==> config.mk <==
export PLATFORM = sky130hd
export DESIGN_NAME = cur_fetch
export DESIGN_NICKNAME = d
export VERILOG_FILES = /design/src/rtl/me_pkg.sv /design/src/rtl/cur_fifo.sv /design/src/rtl/cur_fetch.sv
export SDC_FILE = /design/constraint.sdc
export NUM_CORES = 1
export LEC_CHECK = 0
export CAP_MARGIN = 40
export CORE_ASPECT_RATIO = 0.5
export CORE_MARGIN = 4
export CORE_UTILIZATION = 50
export CTS_CLUSTER_DIAMETER = 40
export DETAILED_ROUTE_END_ITERATION = 7
export PLACE_DENSITY = 0.75
export SETUP_SLACK_MARGIN = 0.3
export SLEW_MARGIN = 0
export SYNTH_ARGS = -nofsm -noshare
export SYNTH_HDL_FRONTEND = slang
export SYNTH_SLANG_ARGS = --single-unit
==> constraint.sdc <==
create_clock -name clk -period 2.8 [get_ports clk]
set_clock_uncertainty 0.15 [all_clocks]
set_input_delay 0.42 -clock clk [delete_from_list [all_inputs] [get_ports clk]]
set_output_delay 0.42 -clock clk [all_outputs]
set_load 0.05 [all_outputs]
==> src/rtl/me_pkg.sv <==
// Shared definitions for the motion-estimation front end: macroblock
// geometry, the current-frame fetch state encoding and a width helper.
package me_pkg;

  localparam int MB_SIZE       = 16;  // pixels per macroblock side
  localparam int WORDS_PER_ROW = 4;   // 32-bit words per macroblock row
  localparam int WORDS_PER_MB  = 64;  // 16 rows x 4 words

  typedef enum logic [1:0] {
    IDLE  = 2'd0,
    FETCH = 2'd1,
    DRAIN = 2'd2
  } fetch_state_e;

  // Counter width for a range of n values; never narrower than one bit.
  function automatic int cnt_w(input int n);
    return (n > 1) ? $clog2(n) : 1;
  endfunction

endpackage

==> src/rtl/cur_fifo.sv <==
// Small synchronous FIFO used as the prefetch buffer in front of CurBuffer.
// Ports:
//   clk, rst   clock, synchronous active-high reset (pointers/count only)
//   push/wdata write one entry at the clock edge
//   pop        remove the head entry at the clock edge (caller guarantees data)
//   count      current occupancy, 0..DEPTH
//   head       head entry, forced to 0 while empty
//   not_empty  occupancy is non-zero
module cur_fifo #(
  parameter int DEPTH = 4,
  parameter int WIDTH = 32
) (
  input  logic                       clk,
  input  logic                       rst,
  input  logic                       push,
  input  logic [WIDTH-1:0]           wdata,
  input  logic                       pop,
  output logic [$clog2(DEPTH+1)-1:0] count,
  output logic [WIDTH-1:0]           head,
  output logic                       not_empty
);

  localparam int PTR_W = $clog2(DEPTH);
  localparam int CNT_W = $clog2(DEPTH + 1);

  logic [WIDTH-1:0] mem_q [DEPTH];
  logic [PTR_W-1:0] wr_ptr_q, wr_ptr_d;
  logic [PTR_W-1:0] rd_ptr_q, rd_ptr_d;
  logic [CNT_W-1:0] count_q, count_d;

  // DEPTH is a power of two, so the pointers wrap on their own.
  always_comb begin
    wr_ptr_d = wr_ptr_q;
    rd_ptr_d = rd_ptr_q;
    count_d  = count_q;
    if (push) wr_ptr_d = wr_ptr_q + PTR_W'(1);
    if (pop)  rd_ptr_d = rd_ptr_q + PTR_W'(1);
    case ({push, pop})
      2'b10:   count_d = count_q + CNT_W'(1);
      2'b01:   count_d = count_q - CNT_W'(1);
      default: count_d = count_q;
    endcase
  end

  always_ff @(posedge clk) begin
    if (rst) begin
      wr_ptr_q <= '0;
      rd_ptr_q <= '0;
      count_q  <= '0;
    end else begin
      wr_ptr_q <= wr_ptr_d;
      rd_ptr_q <= rd_ptr_d;
      count_q  <= count_d;
    end
  end

  // Storage carries data only; it needs no reset because count gates it.
  always_ff @(posedge clk) begin
    if (push) mem_q[wr_ptr_q] <= wdata;
  end

  assign count     = count_q;
  assign not_empty = (count_q != '0);
  assign head      = not_empty ? mem_q[rd_ptr_q] : '0;

endmodule

==> src/rtl/cur_fetch.sv <==
// Current-frame fetcher: walks 16x16 macroblocks in raster order, reads each
// block as 16 rows x 4 words from frame memory and streams the words to
// CurBuffer through a prefetch FIFO.
// Ports:
//   clk, rst          clock, synchronous active-high reset
//   start, frame_base begin a frame at word address frame_base (ignored while busy)
//   mem_rd, mem_addr  read request to frame memory
//   mem_rdata         read data, one cycle after mem_rd
//   need_cur          CurBuffer pops the head word when cur_valid is high
//   cur_in, cur_valid FIFO head and non-empty flag
//   block_done        pulse after the last word of a block is popped
//   frame_done        pulse after the last word of the frame is popped
//   busy              frame in progress
//   underflow         sticky: need_cur while the FIFO was empty
module cur_fetch
  import me_pkg::*;
#(
  parameter int FRAME_W    = 64,
  parameter int FRAME_H    = 64,
  parameter int ADDR_W     = 16,
  parameter int FIFO_DEPTH = 4
) (
  input  logic              clk,
  input  logic              rst,
  input  logic              start,
  input  logic [ADDR_W-1:0] frame_base,
  output logic              mem_rd,
  output logic [ADDR_W-1:0] mem_addr,
  input  logic [31:0]       mem_rdata,
  input  logic              need_cur,
  output logic [31:0]       cur_in,
  output logic              cur_valid,
  output logic              block_done,
  output logic              frame_done,
  output logic              busy,
  output logic              underflow
);

  localparam int MBX_N      = FRAME_W / MB_SIZE;
  localparam int MBY_N      = FRAME_H / MB_SIZE;
  localparam int NBLK       = MBX_N * MBY_N;
  localparam int LINE_WORDS = FRAME_W / WORDS_PER_ROW;
  localparam int COL_W      = $clog2(WORDS_PER_ROW);
  localparam int ROW_W      = $clog2(MB_SIZE);
  localparam int WORD_W     = $clog2(WORDS_PER_MB);
  localparam int MBX_W      = cnt_w(MBX_N);
  localparam int MBY_W      = cnt_w(MBY_N);
  localparam int BLK_W      = cnt_w(NBLK);
  localparam int FCNT_W     = $clog2(FIFO_DEPTH + 1);

  localparam logic [COL_W-1:0]  COL_LAST  = COL_W'(WORDS_PER_ROW - 1);
  localparam logic [ROW_W-1:0]  ROW_LAST  = ROW_W'(MB_SIZE - 1);
  localparam logic [WORD_W-1:0] WORD_LAST = WORD_W'(WORDS_PER_MB - 1);
  localparam logic [MBX_W-1:0]  MBX_LAST  = MBX_W'(MBX_N - 1);
  localparam logic [MBY_W-1:0]  MBY_LAST  = MBY_W'(MBY_N - 1);
  localparam logic [BLK_W-1:0]  BLK_LAST  = BLK_W'(NBLK - 1);

  fetch_state_e      state_q, state_d;
  logic [ADDR_W-1:0] base_q, base_d;
  logic [COL_W-1:0]  col_q, col_d;
  logic [ROW_W-1:0]  row_q, row_d;
  logic [MBX_W-1:0]  mbx_q, mbx_d;
  logic [MBY_W-1:0]  mby_q, mby_d;
  logic [WORD_W-1:0] word_q, word_d;
  logic [BLK_W-1:0]  blk_q, blk_d;
  logic              inflight_q, inflight_d;
  logic              underflow_q, underflow_d;
  logic              block_done_q, block_done_d;
  logic              frame_done_q, frame_done_d;

  logic [FCNT_W-1:0] fifo_count;
  logic [31:0]       fifo_head;
  logic              fifo_nempty;
  logic              start_ok, issue, last_issue, pop;
  logic [ADDR_W-1:0] issue_addr;

  assign start_ok = start && (state_q == IDLE);
  // Credit check uses registered occupancy only; a same-cycle pop is not
  // counted, which costs at most one bubble but keeps the path short.
  assign issue = (state_q == FETCH) &&
                 ((32'(fifo_count) + 32'(inflight_q)) < 32'(FIFO_DEPTH));
  assign last_issue = issue && (col_q == COL_LAST) && (row_q == ROW_LAST) &&
                      (mbx_q == MBX_LAST) && (mby_q == MBY_LAST);
  assign pop = need_cur && fifo_nempty;

  // Address wraps modulo 2^ADDR_W by truncation.
  assign issue_addr = ADDR_W'(32'(base_q)
                    + (32'(mby_q) * 32'(MB_SIZE) + 32'(row_q)) * 32'(LINE_WORDS)
                    + 32'(mbx_q) * 32'(WORDS_PER_ROW) + 32'(col_q));

  always_comb begin
    state_d      = state_q;
    base_d       = base_q;
    col_d        = col_q;
    row_d        = row_q;
    mbx_d        = mbx_q;
    mby_d        = mby_q;
    word_d       = word_q;
    blk_d        = blk_q;
    inflight_d   = issue;
    underflow_d  = underflow_q;
    block_done_d = 1'b0;
    frame_done_d = 1'b0;

    // Address counters: col innermost, then row, mb_x, mb_y.
    if (issue) begin
      col_d = col_q + COL_W'(1);
      if (col_q == COL_LAST) begin
        row_d = row_q + ROW_W'(1);
        if (row_q == ROW_LAST) begin
          if (mbx_q == MBX_LAST) begin
            mbx_d = '0;
            mby_d = (mby_q == MBY_LAST) ? '0 : mby_q + MBY_W'(1);
          end else begin
            mbx_d = mbx_q + MBX_W'(1);
          end
        end
      end
    end

    // Consume counters drive the done pulses one cycle after the pop.
    if (pop) begin
      word_d = word_q + WORD_W'(1);
      if (word_q == WORD_LAST) begin
        block_done_d = 1'b1;
        blk_d        = (blk_q == BLK_LAST) ? '0 : blk_q + BLK_W'(1);
        frame_done_d = (blk_q == BLK_LAST);
      end
    end

    if (start_ok)                     underflow_d = 1'b0;
    else if (need_cur && !fifo_nempty) underflow_d = 1'b1;

    case (state_q)
      IDLE: begin
        if (start_ok) begin
          state_d = FETCH;
          base_d  = frame_base;
          col_d   = '0;
          row_d   = '0;
          mbx_d   = '0;
          mby_d   = '0;
          word_d  = '0;
          blk_d   = '0;
        end
      end
      FETCH:   if (last_issue) state_d = DRAIN;
      DRAIN:   if (frame_done_d) state_d = IDLE;
      default: state_d = IDLE;
    endcase
  end

  always_ff @(posedge clk) begin
    if (rst) begin
      state_q      <= IDLE;
      col_q        <= '0;
      row_q        <= '0;
      mbx_q        <= '0;
      mby_q        <= '0;
      word_q       <= '0;
      blk_q        <= '0;
      inflight_q   <= 1'b0;
      underflow_q  <= 1'b0;
      block_done_q <= 1'b0;
      frame_done_q <= 1'b0;
    end else begin
      state_q      <= state_d;
      col_q        <= col_d;
      row_q        <= row_d;
      mbx_q        <= mbx_d;
      mby_q        <= mby_d;
      word_q       <= word_d;
      blk_q        <= blk_d;
      inflight_q   <= inflight_d;
      underflow_q  <= underflow_d;
      block_done_q <= block_done_d;
      frame_done_q <= frame_done_d;
    end
  end

  // Base address is data: mem_addr is gated by mem_rd, so it needs no reset.
  always_ff @(posedge clk) begin
    base_q <= base_d;
  end

  // Clearing inflight on reset drops the response of a read still in flight.
  cur_fifo #(
    .DEPTH (FIFO_DEPTH),
    .WIDTH (32)
  ) u_fifo (
    .clk       (clk),
    .rst       (rst),
    .push      (inflight_q),
    .wdata     (mem_rdata),
    .pop       (pop),
    .count     (fifo_count),
    .head      (fifo_head),
    .not_empty (fifo_nempty)
  );

  assign mem_rd     = issue;
  assign mem_addr   = issue ? issue_addr : '0;
  assign cur_in     = fifo_head;
  assign cur_valid  = fifo_nempty;
  assign block_done = block_done_q;
  assign frame_done = frame_done_q;
  assign busy       = (state_q != IDLE);
  assign underflow  = underflow_q;

endmodule

==> results.sh <==
export IMPL_status="complete, but fails checks"
export IMPL_violations="setup timing"
export IMPL_crit_path_end_kind="output port"
export IMPL_yosys_warnings=0
export IMPL_power_frac_clock=0.250
export IMPL_maxSlewViolCount=0
export IMPL_finalHoldViolCount=0
export IMPL_whs_ps=321
export IMPL_grt_pass1_wl_um=25100
export IMPL_yosysUniqueCellTypes=44
export IMPL_grt_max_degree=34
export IMPL_antenna_found_initial=0
export IMPL_fmax_ghz=0.318
export IMPL_grt_pass1_vias=4744
export IMPL_clk_pin_slew_ps=70
export IMPL_min_to="state_q[0]$_SDFFE_PP0P_"
export IMPL_required_ps=2230
export IMPL_initial_core_util=0.516
export IMPL_ant_nets=0
export IMPL_hold_depth=1
export IMPL_yosys_register_bits=179
export IMPL_n_fill_cell=898
export IMPL_drive_gt1_frac=0.375
export IMPL_n_antenna_cell=0
export IMPL_insertion_delay_ps=420
export IMPL_hold_buffers=0
export IMPL_stdcell_count=857
export IMPL_power_switching_uw=3160
export IMPL_async_flop_share=0
export IMPL_place_gp_congestion=0.876
export IMPL_finalSetupTns_ps=-2650
export IMPL_synth_edf_count=144
export IMPL_cts_path_max_buffers=2
export IMPL_ys_flop_type="edfxtp_1"
export IMPL_r2r_start="u_fifo.count[0]$_SDFFE_PP0P_"
export IMPL_startpoint_type="register"
export IMPL_portBuffers=105
export IMPL_cts_tree="done"
export IMPL_die_h_um=94.8
export IMPL_io_pins=106
export IMPL_total_power_uw=9020
export IMPL_overflow=0
export IMPL_multi_input_area_mm2=0.00292
export IMPL_first_pass_iters=5
export IMPL_arrival_ps=2570
export IMPL_clk_root_buffer_cell="clkbuf_16"
export IMPL_wirelength_um=16400
export IMPL_seq_area_mm2=0.00504
export IMPL_syn_num_nets=570
export IMPL_nNetsFinal=721
export IMPL_track_usage=0.191
export IMPL_hold_path_class="reg2reg"
export IMPL_synthCells=495
export IMPL_htreeDepth=4
export IMPL_min_from="state_q[1]$_SDFFE_PP0P_"
export IMPL_peakVddDrop_v=0.000523
export IMPL_syn_avg_cell_area_um2=15.2
export IMPL_drc=0
export IMPL_cp_max_fo=6
export IMPL_min_period_over_period=1.12
export IMPL_die_width_um=182
export IMPL_num_rows=31
export IMPL_timing_final_ws_setup_ps=-340
export IMPL_vias=4682
export IMPL_syn_to_final_growth_pct=42.3
export IMPL_crit_type="reg2out"
export IMPL_wire_per_inst_um=19.1
export IMPL_rsz0062_at_grt="yes"
export IMPL_tightest_slew_ps=505
export IMPL_numCtsBuffers=17
export IMPL_dieArea_mm2=0.0172
export IMPL_syn_cell_area_mm2=0.00753
export IMPL_reg2reg_to="u_fifo.count[2]$_SDFFE_PP0P_"
export IMPL_cts_sinks=179
export IMPL_power_leakage_uw=0.00383
export IMPL_dp_hpwl_um=9840
export IMPL_maxCapViolCount=0
export IMPL_power_density_mw_per_mm2=842
export IMPL_netSwitchingFraction=0.351
export IMPL_p_comb_frac=0.410
export IMPL_initialDrtViolationCount=376
export IMPL_setup_viol=11
export IMPL_core_mm2=0.0146
export IMPL_seqPwrFrac=0.340
export IMPL_min_period_ps=3140
export IMPL_post_drt_via_cell_ratio=5.46
export IMPL_seq_area_frac_synth=0.668
export IMPL_dp_cells=797
export IMPL_p_int_uw=5850
export IMPL_regToRegSetupSlack_ps=710
export IMPL_r2r_cells=7
export IMPL_slew_headroom=0.663
==> stage by stage <==
| step | worst slack (ps) | utilization | area, um^2 |
|---|---|---|---|
| after floorplan | -17.7 | - | 7650 |
| after global placement | 78.0 | 0.639 | 9320 |
| after detailed placement | 72.1 | 0.639 | 9320 |
| after CTS | -306 | 0.715 | 10400 |
| after global routing | -388 | 0.734 | 10700 |
| final | -340 | 0.734 | 10700 |
==> routing by layer <==
metal  vias up  wire length, um  GRT usage
met5         -                0          0
met4         0              179     0.0556
met3        22              821     0.0450
met2       135             8520      0.331
met1      2351             6880      0.246
li1       2174                -          -
==> power by group through the flow <==
| stage | combinational, uW | clock [uW] | sequential [uW] |
|---|---|---|---|
| floorplan | 1830 | 0 | 3080 |
| global placement | 2970 | 0 | 3100 |
| detailed placement | 3000 | 0 | 3100 |
| CTS | 3560 | 2290 | 3060 |
| global route | 3860 | 2410 | 3070 |
| finish | 3700 | 2250 | 3060 |
==> area by class of cell <==
class,instances,area share
well taps,198,0.0231
repair buffers,152,0.177
clock buffers,18,0.0401
inverters,12,0.00421
clock inverters,14,0.0130
flip-flops and latches,179,0.470
multi-input cells,284,0.272
==> logic make-up after synthesis <==
kind of cell	after synthesis	share of synthesized area
adder cells (fa/ha/maj)	23	0.0402
buffers and inverters	32	0.0180
AO/OA/AOI/OAI	51	0.0407
multiplexers	41	0.108
XOR/XNOR	20	0.0233
flip-flops	179	0.668
AND/OR/NAND/NOR	149	0.102
==> critical path, cell delays in order (launching register included) <==
cell,delay [ps]
edfxtp_1,410
buf_4,160
buf_6,110
fa_2,400
a21oi_4,210
o21ai_4,90
a21oi_4,220
o21ai_0,210
a21oi_4,190
buf_12,150
==> flip-flops by register name (all words and copies together), names as in the netlist, named ones only <==
name	flops
mbx_q	2
u_fifo.mem_q	128
underflow	1
mby_q	2
inflight_q	1
word_q	6
col_q	2
blk_q	4
u_fifo.rd_ptr_q	2
u_fifo.count	3
block_done	1
frame_done	1
row_q	4
u_fifo.wr_ptr_q	2
state_q	2
base_q	16
==> how the worst max path moves through the flow <==
stage,start,end,slack [ps],cells after the start
2_1_floorplan,base_q[6]$_DFFE_PP_,mem_addr[11],-20,7
3_3_place_gp,base_q[6]$_DFFE_PP_,mem_addr[13],80,7
3_5_place_dp,base_q[6]$_DFFE_PP_,mem_addr[11],70,7
4_1_cts,base_q[1]$_DFFE_PP_,mem_addr[11],-310,7
5_1_grt,base_q[1]$_DFFE_PP_,mem_addr[11],-390,7
6_report,base_q[1]$_DFFE_PP_,mem_addr[10],-340,9
==> placed cells by master, fill, tap and decap left out, types with 17 or more instances in the layout <==
cell / instances
nor2_1: 34
buf_4: 39
nor2b_4: 24
buf_12: 37
dfxtp_1: 30
mux4_2: 32
edfxtp_1: 144
nand2_1: 21
clkdlybuf4s50_1: 55
clkbuf_16: 17
==> timing repair <==
item / in CTS / in global routing
resized for setup: 89 / 40
endpoints found under the setup margin: 47 / 47
pin swaps: 15 / 15
cloned: 3 / 0
setup buffers: 10 / 15
==> cells in the mapped netlist (all sizes together), types with 2 or more instances <==
cell type / instances / area share
edfxtp: 144 / 0.57
nor2: 41 / 0.020
dfxtp: 35 / 0.093
nor2b: 33 / 0.027
mux4: 32 / 0.096
a21oi: 23 / 0.015
nand2: 23 / 0.011
ha: 21 / 0.035
clkbuf: 13 / 0.0065
inv: 12 / 0.0060
nand3: 12 / 0.0080
xor2: 12 / 0.014
o21ai: 11 / 0.0073
mux2i: 9 / 0.012
xnor2: 8 / 0.0093
and2: 7 / 0.0060
buf: 7 / 0.0055
and3: 6 / 0.0050
or3: 5 / 0.0042
a21o: 4 / 0.0040
nand4: 4 / 0.0033
nor3: 4 / 0.0027
and4: 3 / 0.0035
or2: 3 / 0.0025
or4: 3 / 0.0035
fa: 2 / 0.0053
nand2b: 2 / 0.0017
o21bai: 2 / 0.0020
o31ai: 2 / 0.0020
No activity file was read; power rests on OpenSTA's default activity.
